[config.mk]
export PLATFORM = sky130hd
export DESIGN_NAME = pc_gen
export DESIGN_NICKNAME = d
export VERILOG_FILES = /design/src/rtl/pc_pkg.sv /design/src/rtl/pc_gen_return_addr_stack.sv /design/src/rtl/pc_gen.sv
export SDC_FILE = /design/constraint.sdc
export NUM_CORES = 1
export LEC_CHECK = 0
export ABC_AREA = 1
export CORE_ASPECT_RATIO = 0.6
export CORE_MARGIN = 2
export CORE_UTILIZATION = 40
export CTS_BUF_LIST = sky130_fd_sc_hd__clkbuf_16
export CTS_CLUSTER_DIAMETER = 50
export DETAILED_ROUTE_END_ITERATION = 7
export PLACE_DENSITY = 0.71
export SLEW_MARGIN = 40
export SYNTH_ARGS = -nofsm -noshare
export SYNTH_HDL_FRONTEND = slang
export SYNTH_SLANG_ARGS = --single-unit
[constraint.sdc]
create_clock -name clock -period 3.3 [get_ports clock]
set_input_delay 0.99 -clock clock [delete_from_list [all_inputs] [get_ports clock]]
set_output_delay 0.99 -clock clock [all_outputs]
set_load 0.01 [all_outputs]
[src/rtl/pc_pkg.sv]
// Shared types and defaults for the fetch-stage program-counter generator.
package pc_pkg;

  localparam logic [31:0] DEFAULT_RESET_VECTOR = 32'h0040_0000;

  // Source selected by the priority mux, highest priority last.
  typedef enum logic [2:0] {
    SRC_SEQ,
    SRC_HOLD,
    SRC_RAS,
    SRC_REDIRECT,
    SRC_TRAP
  } pc_src_t;

endpackage

[src/rtl/pc_gen_return_addr_stack.sv]
// Circular return-address stack: a full push overwrites the oldest entry,
// the count saturates at RAS_DEPTH and a pop on an empty stack is ignored.
module return_addr_stack #(
  parameter  int XLEN      = 32,
  parameter  int RAS_DEPTH = 4,
  localparam int PW        = $clog2(RAS_DEPTH),
  localparam int CW        = $clog2(RAS_DEPTH + 1)
) (
  input  logic            clock,
  input  logic            reset,
  input  logic            push,
  input  logic [XLEN-1:0] push_data,
  input  logic            pop,
  input  logic            clear,
  output logic [XLEN-1:0] top,
  output logic [CW-1:0]   count
);

  logic [XLEN-1:0] entries [RAS_DEPTH];
  logic [PW-1:0]   ptr;      // next slot to write; ptr-1 is the top
  logic [PW-1:0]   top_idx;
  logic            empty;
  logic            full;
  logic            swap;     // push+pop on a non-empty stack replaces the top

  assign top_idx = ptr - PW'(1);
  assign top     = entries[top_idx];
  assign empty   = (count == '0);
  assign full    = (count == CW'(RAS_DEPTH));
  assign swap    = push && pop && !empty;

  // NOTE: state registers use non-blocking assignments so every flop samples
  // pre-edge values, independent of block evaluation order.
  always_ff @(posedge clock or posedge reset) begin
    if (reset) begin
      ptr   <= '0;
      count <= '0;
    end else if (clear) begin
      ptr   <= '0;
      count <= '0;
    end else if (swap) begin
      ptr   <= ptr;
      count <= count;
    end else if (push) begin
      ptr <= ptr + PW'(1);
      if (!full) count <= count + CW'(1);
    end else if (pop && !empty) begin
      ptr   <= top_idx;
      count <= count - CW'(1);
    end
  end

  // NOTE: the entry array has no reset; contents are meaningless until the
  // pointer/count say otherwise, and leaving it unreset keeps it a plain RAM.
  always_ff @(posedge clock) begin
    if (!clear) begin
      if (swap)      entries[top_idx] <= push_data;
      else if (push) entries[ptr]     <= push_data;
    end
  end

endmodule

[src/rtl/pc_gen.sv]
// Fetch program counter: registered PC chosen by fixed priority among trap,
// execute redirect, return-address-stack prediction, stall hold and increment.
module pc_gen
  import pc_pkg::*;
#(
  parameter  int              XLEN         = 32,
  parameter  logic [XLEN-1:0] RESET_VECTOR = DEFAULT_RESET_VECTOR,
  parameter  int              ILEN_BYTES   = 4,
  parameter  int              RAS_DEPTH    = 4,
  localparam int              ALIGN_BITS   = $clog2(ILEN_BYTES),
  localparam int              CW           = $clog2(RAS_DEPTH + 1)
) (
  input  logic            clock,
  input  logic            reset,
  input  logic            stall,
  input  logic            trap_valid,
  input  logic [XLEN-1:0] trap_vector,
  input  logic            redirect_valid,
  input  logic [XLEN-1:0] redirect_target,
  input  logic            ras_push,
  input  logic [XLEN-1:0] ras_push_addr,
  input  logic            ras_pop,
  output logic [XLEN-1:0] pc,
  output logic [XLEN-1:0] pc_next_seq,
  output logic            redirected,
  output logic [CW-1:0]   ras_count
);

  localparam logic [XLEN-1:0] ALIGN_MASK = ~((XLEN'(1) << ALIGN_BITS) - XLEN'(1));

  pc_src_t         src;
  logic [XLEN-1:0] pc_d;
  logic            redirected_d;
  logic [XLEN-1:0] ras_top;
  logic            ras_en;
  logic            ras_hit;

  // Stack traffic is wrong-path under a trap/redirect and must wait out a stall.
  assign ras_en  = !trap_valid && !redirect_valid && !stall;
  assign ras_hit = ras_pop && !stall && (ras_count != '0);

  return_addr_stack #(
    .XLEN      (XLEN),
    .RAS_DEPTH (RAS_DEPTH)
  ) u_ras (
    .clock     (clock),
    .reset     (reset),
    .push      (ras_push && ras_en),
    .push_data (ras_push_addr),
    .pop       (ras_pop && ras_en),
    .clear     (trap_valid),
    .top       (ras_top),
    .count     (ras_count)
  );

  assign pc_next_seq = pc + XLEN'(ILEN_BYTES);

  // NOTE: every signal driven in always_comb gets a default first, so no
  // path leaves it unassigned and no latch is inferred.
  always_comb begin
    src = SRC_SEQ;
    if (trap_valid)          src = SRC_TRAP;
    else if (redirect_valid) src = SRC_REDIRECT;
    else if (ras_hit)        src = SRC_RAS;
    else if (stall)          src = SRC_HOLD;
  end

  always_comb begin
    pc_d = pc_next_seq;
    unique case (src)
      SRC_TRAP:     pc_d = trap_vector & ALIGN_MASK;
      SRC_REDIRECT: pc_d = redirect_target & ALIGN_MASK;
      SRC_RAS:      pc_d = ras_top & ALIGN_MASK;
      SRC_HOLD:     pc_d = pc;
      default:      pc_d = pc_next_seq;
    endcase
  end

  assign redirected_d = (src == SRC_TRAP) || (src == SRC_REDIRECT) || (src == SRC_RAS);

  always_ff @(posedge clock or posedge reset) begin
    if (reset) begin
      pc         <= RESET_VECTOR;
      redirected <= 1'b0;
    end else begin
      pc         <= pc_d;
      redirected <= redirected_d;
    end
  end

endmodule

==> flow_summary.json <==
{
  "status": "finished, final reports clean",
  "dpl_cell_area_mm2": 0.00951,
  "fin_area_mm2": 0.0104,
  "holdBufCountCts": 0,
  "overall_die_area_mm2": 0.0200,
  "cellLeakagePower_nw": 4.12,
  "post-place-cells": 1221,
  "setup_slack_placement_ns": 0.157,
  "cts.sink_count": 156,
  "synth-seq-cells": 156,
  "pin_count_of_the_biggest_net_entering_global_routing": 37,
  "insertedDiodeCount": 0,
  "die_w_um": 181,
  "core_region_area_mm2": 0.0183,
  "postLayoutCoreUtil": 0.569,
  "hold-worst-slack_ns": 0.552,
  "clock_insertion_delay_worst_skew_ns": 0.42,
  "detail_route.iter0.violations": 590,
  "slew_violations": 0,
  "initial_core_util": 0.414,
  "port_buffers": 160,
  "route.vias.total": 6539,
  "grt_pass1_vias": 6263,
  "numCtsBuffers": 17,
  "cp-end-kind": "output pin",
  "crit_path_cell_trace": "nand2_1 > nor2_4 > nand2_1 > nor2_2 > nand3_1 > nand2_1 > clkdlybuf4s50_1",
  "post_synth_main_area_contributors": "edfxtp_1 48%, nand2_1 18%, dfrtp_1 12%",
  "synthCells": 830,
  "holdCritPathClass": "flop to flop",
  "htree_num_levels": 4,
  "slew-limit-headroom": 0.475,
  "grt.overflow.total": 0,
  "ant_nets": 0,
  "avgViaCountPerCell": 5.16,
  "setup.worst_path.class": "flop to output pin",
  "amount_of_wire_on_met2_after_detailed_routing_um": 9610,
  "final_cell_count_no_fill": 1267,
  "start_kind": "flop",
  "cpMaxStageDelayCell": "dfstp_2",
  "drt-pass1-iter-count": 5,
  "grt_antenna_before_repair": 1,
  "ctsRootBufferMaster": "clkbuf_16",
  "total_number_of_yosys_warnings": 0,
  "critical_path_peak_fanout": 4,
  "power.density_cell_area_mw_per_mm2": 558,
  "final_layout_size_suffix_gt1_frac": 0.126,
  "std_cell_rows": 38,
  "post-route-min-period_ns": 3.22,
  "vdd.ir_drop.worst_mv": 0.413,
  "die-height_um": 110,
  "post-dp-hpwl_um": 16000,
  "area_overhead_of_the_layout_relative_to_synthesis_pct": 37.5,
  "met1_length_um": 10500,
  "critical-path-top-cell-by-count": "nand2_1",
  "combinational_family_with_the_most_area_after_synthesis": "simple AND/OR/NAND/NOR gates",
  "cp_data_required_time_ns": 2.31,
  "final_setup_viols": 0,
  "post_drt_wl_per_cell_um": 17.9,
  "max_cap_viol_count": 0,
  "drc": 0,
  "global_route.usage.total": 0.230,
  "critical-path-top-delay-family": "simple AND/OR/NAND/NOR gates",
  "grt_pass1_wl_um": 35300,
  "netlist.top_cell.by_area": "edfxtp_1",
  "final_min_period_over_clock_period": 0.976,
  "report.final.hold_viol_count": 0,
  "boundaryPins": 171,
  "delay_contributed_by_the_slowest_stage_of_the_critical_path_ns": 0.58,
  "worstPathArrival_ns": 2.23,
  "design.final.nets": 1120,
  "topRoutingLayerUsed": "met5",
  "muxShareOfSynthArea": 0,
  "netlist.area_leader.share": 0.477,
  "mappedNetlistArea_mm2": 0.00755,
  "synth_xor_xnor_area_share": 0.0174,
  "yosys.area_share.simple": 0.306,
  "gp_congestion": 0.996,
  "buffering_stage_count_on_the_worst_path_with_inverters_included": 1,
  "detailed_routed_wire_length_on_met3_um": 2240,
  "route.final.wire_length_um": 22700,
  "path_clk_slew_ns": 0.07,
  "synth-compound-area-share": 0.0267,
  "yosysSeqAreaShare": 0.597,
  "cts_tree": "yes",
  "synth.avg_cell_area_um2": 9.10,
  "max_freq_ghz": 0.310,
  "finClkSkew_ns": 0.0214,
  "synthAdderAreaFrac": 0.00431,
  "worst_slack_ns": 0.0790,
  "synth_cell_type_count": 35,
  "worst-slew-pin-transition_ns": 0.786,
  "clockBufferDepth": 2
}
through the flow:
step                power, W  setup TNS (ns)
floorplan            0.00306          -17.18
global placement     0.00370               0
detailed placement   0.00372               0
CTS                  0.00577         -0.0270
global route         0.00603         -0.0289
finish               0.00579               0
state kept, by name, indices dropped and copies added (netlist names):
register	flops
pc	30
redirected	1
u_ras.count	3
u_ras.entries	120
u_ras.ptr	2
kinds of logic (layout without fill, tap and decap cells):
kind of cell	after synthesis	after routing
AOI/OAI and AO/OA	34	34
adders and majority gates	2	2
other	1	4
buffers and inverters	86	280
xor gates and xnor gates	15	15
and+or+nand+nor	536	536
DFF	156	156
worst reg2reg max path: stages (launching register included):
cell	delay, ns
dfrtp_1	0.43
nor2_1	0.18
nand2_1	0.14
nand2_1	0.18
nand2_2	0.10
o21ai_1	0.27
inv_1	0.12
nor2_2	0.16
buf_12	0.23
synth_stat cells, drive strengths merged:
cell type	instances
dfrtp	35
nand3	46
dfstp	1
xor2	12
inv	56
ha	1
a22oi	3
clkinv	2
or2	1
nor2	72
o21ai	16
o211ai	1
nor3	6
conb	1
nand2	363
xnor2	3
a21oi	7
nand3b	3
a21boi	7
buf	23
nand4	45
edfxtp	120
fa	1
clkbuf	5
placed cells by master (no fill, tap or decap), types with 4 or more instances in the layout:
master,netlist,final
nand2_1,360,353
clkdlybuf4s50_1,0,146
edfxtp_1,120,120
inv_1,50,50
nand4_1,45,45
nand3_1,43,43
nor2_1,60,41
dfrtp_1,35,25
buf_4,6,25
clkbuf_16,0,17
nor2_2,5,16
nor2_4,6,14
o21ai_1,11,12
xor2_1,12,11
nand2_2,3,10
dfrtp_2,0,10
a21boi_0,7,7
dlymetal6s2s_1,0,7
dlygate4sd2_1,0,7
inv_2,6,6
a21oi_1,6,6
nor3_1,6,5
clkinvlp_4,0,5
buf_12,0,5
o21ai_0,5,4
conb_1,1,4
inv_6,0,4
per-layer routing:
layer | vias to the layer above | GRT usage
li1 | 3116 | -
met4 | 2 | 0.0466
met5 | - | 0
met2 | 309 | 0.341
met3 | 23 | 0.0666
met1 | 3089 | 0.336
path summary, 6_finish.rpt:
check | from | end | slack, ns | depth (start not counted)
min in group asynchronous | reset | pc[28] | 1.00 | 3
max reg2reg | u_ras.count[0] | u_ras.entries[0][20] | 1.14 | 8
max in group asynchronous | reset | pc[15] | 1.89 | 3
max | pc[22] | pc_next_seq[31] | 0.08 | 7
min reg2reg | u_ras.count[0] | u_ras.count[0] | 0.55 | 1
min | u_ras.count[0] | u_ras.count[0] | 0.55 | 1
power by group:
part	internal (W)	leakage (nW)	switching (W)	total [W]
logic	0.000590	2.33	0.000801	0.00139
clock network	0.00121	0.283	0.000845	0.00205
registers	0.00222	1.51	0.000127	0.00235
total	0.00402	4.12	0.00177	0.00579
final cells by class:
cell class,count,area [µm²]
Fill cell,1608,7870
Sequential cell,156,4520
Multi-Input combinational cell,591,2820
Timing Repair Buffer,191,1910
Clock buffer,17,425
Tap cell,240,300
Inverter,58,219
Clock inverter,14,185
repair_timing:
item | CTS | global route
setup buffers | 7 | 7
setup endpoints to repair | 19 | 10
pin swaps | 3 | 3
gates resized for setup | 36 | 24
hold endpoints to repair | 0 | 0
Power figures use the tool's default switching activity.
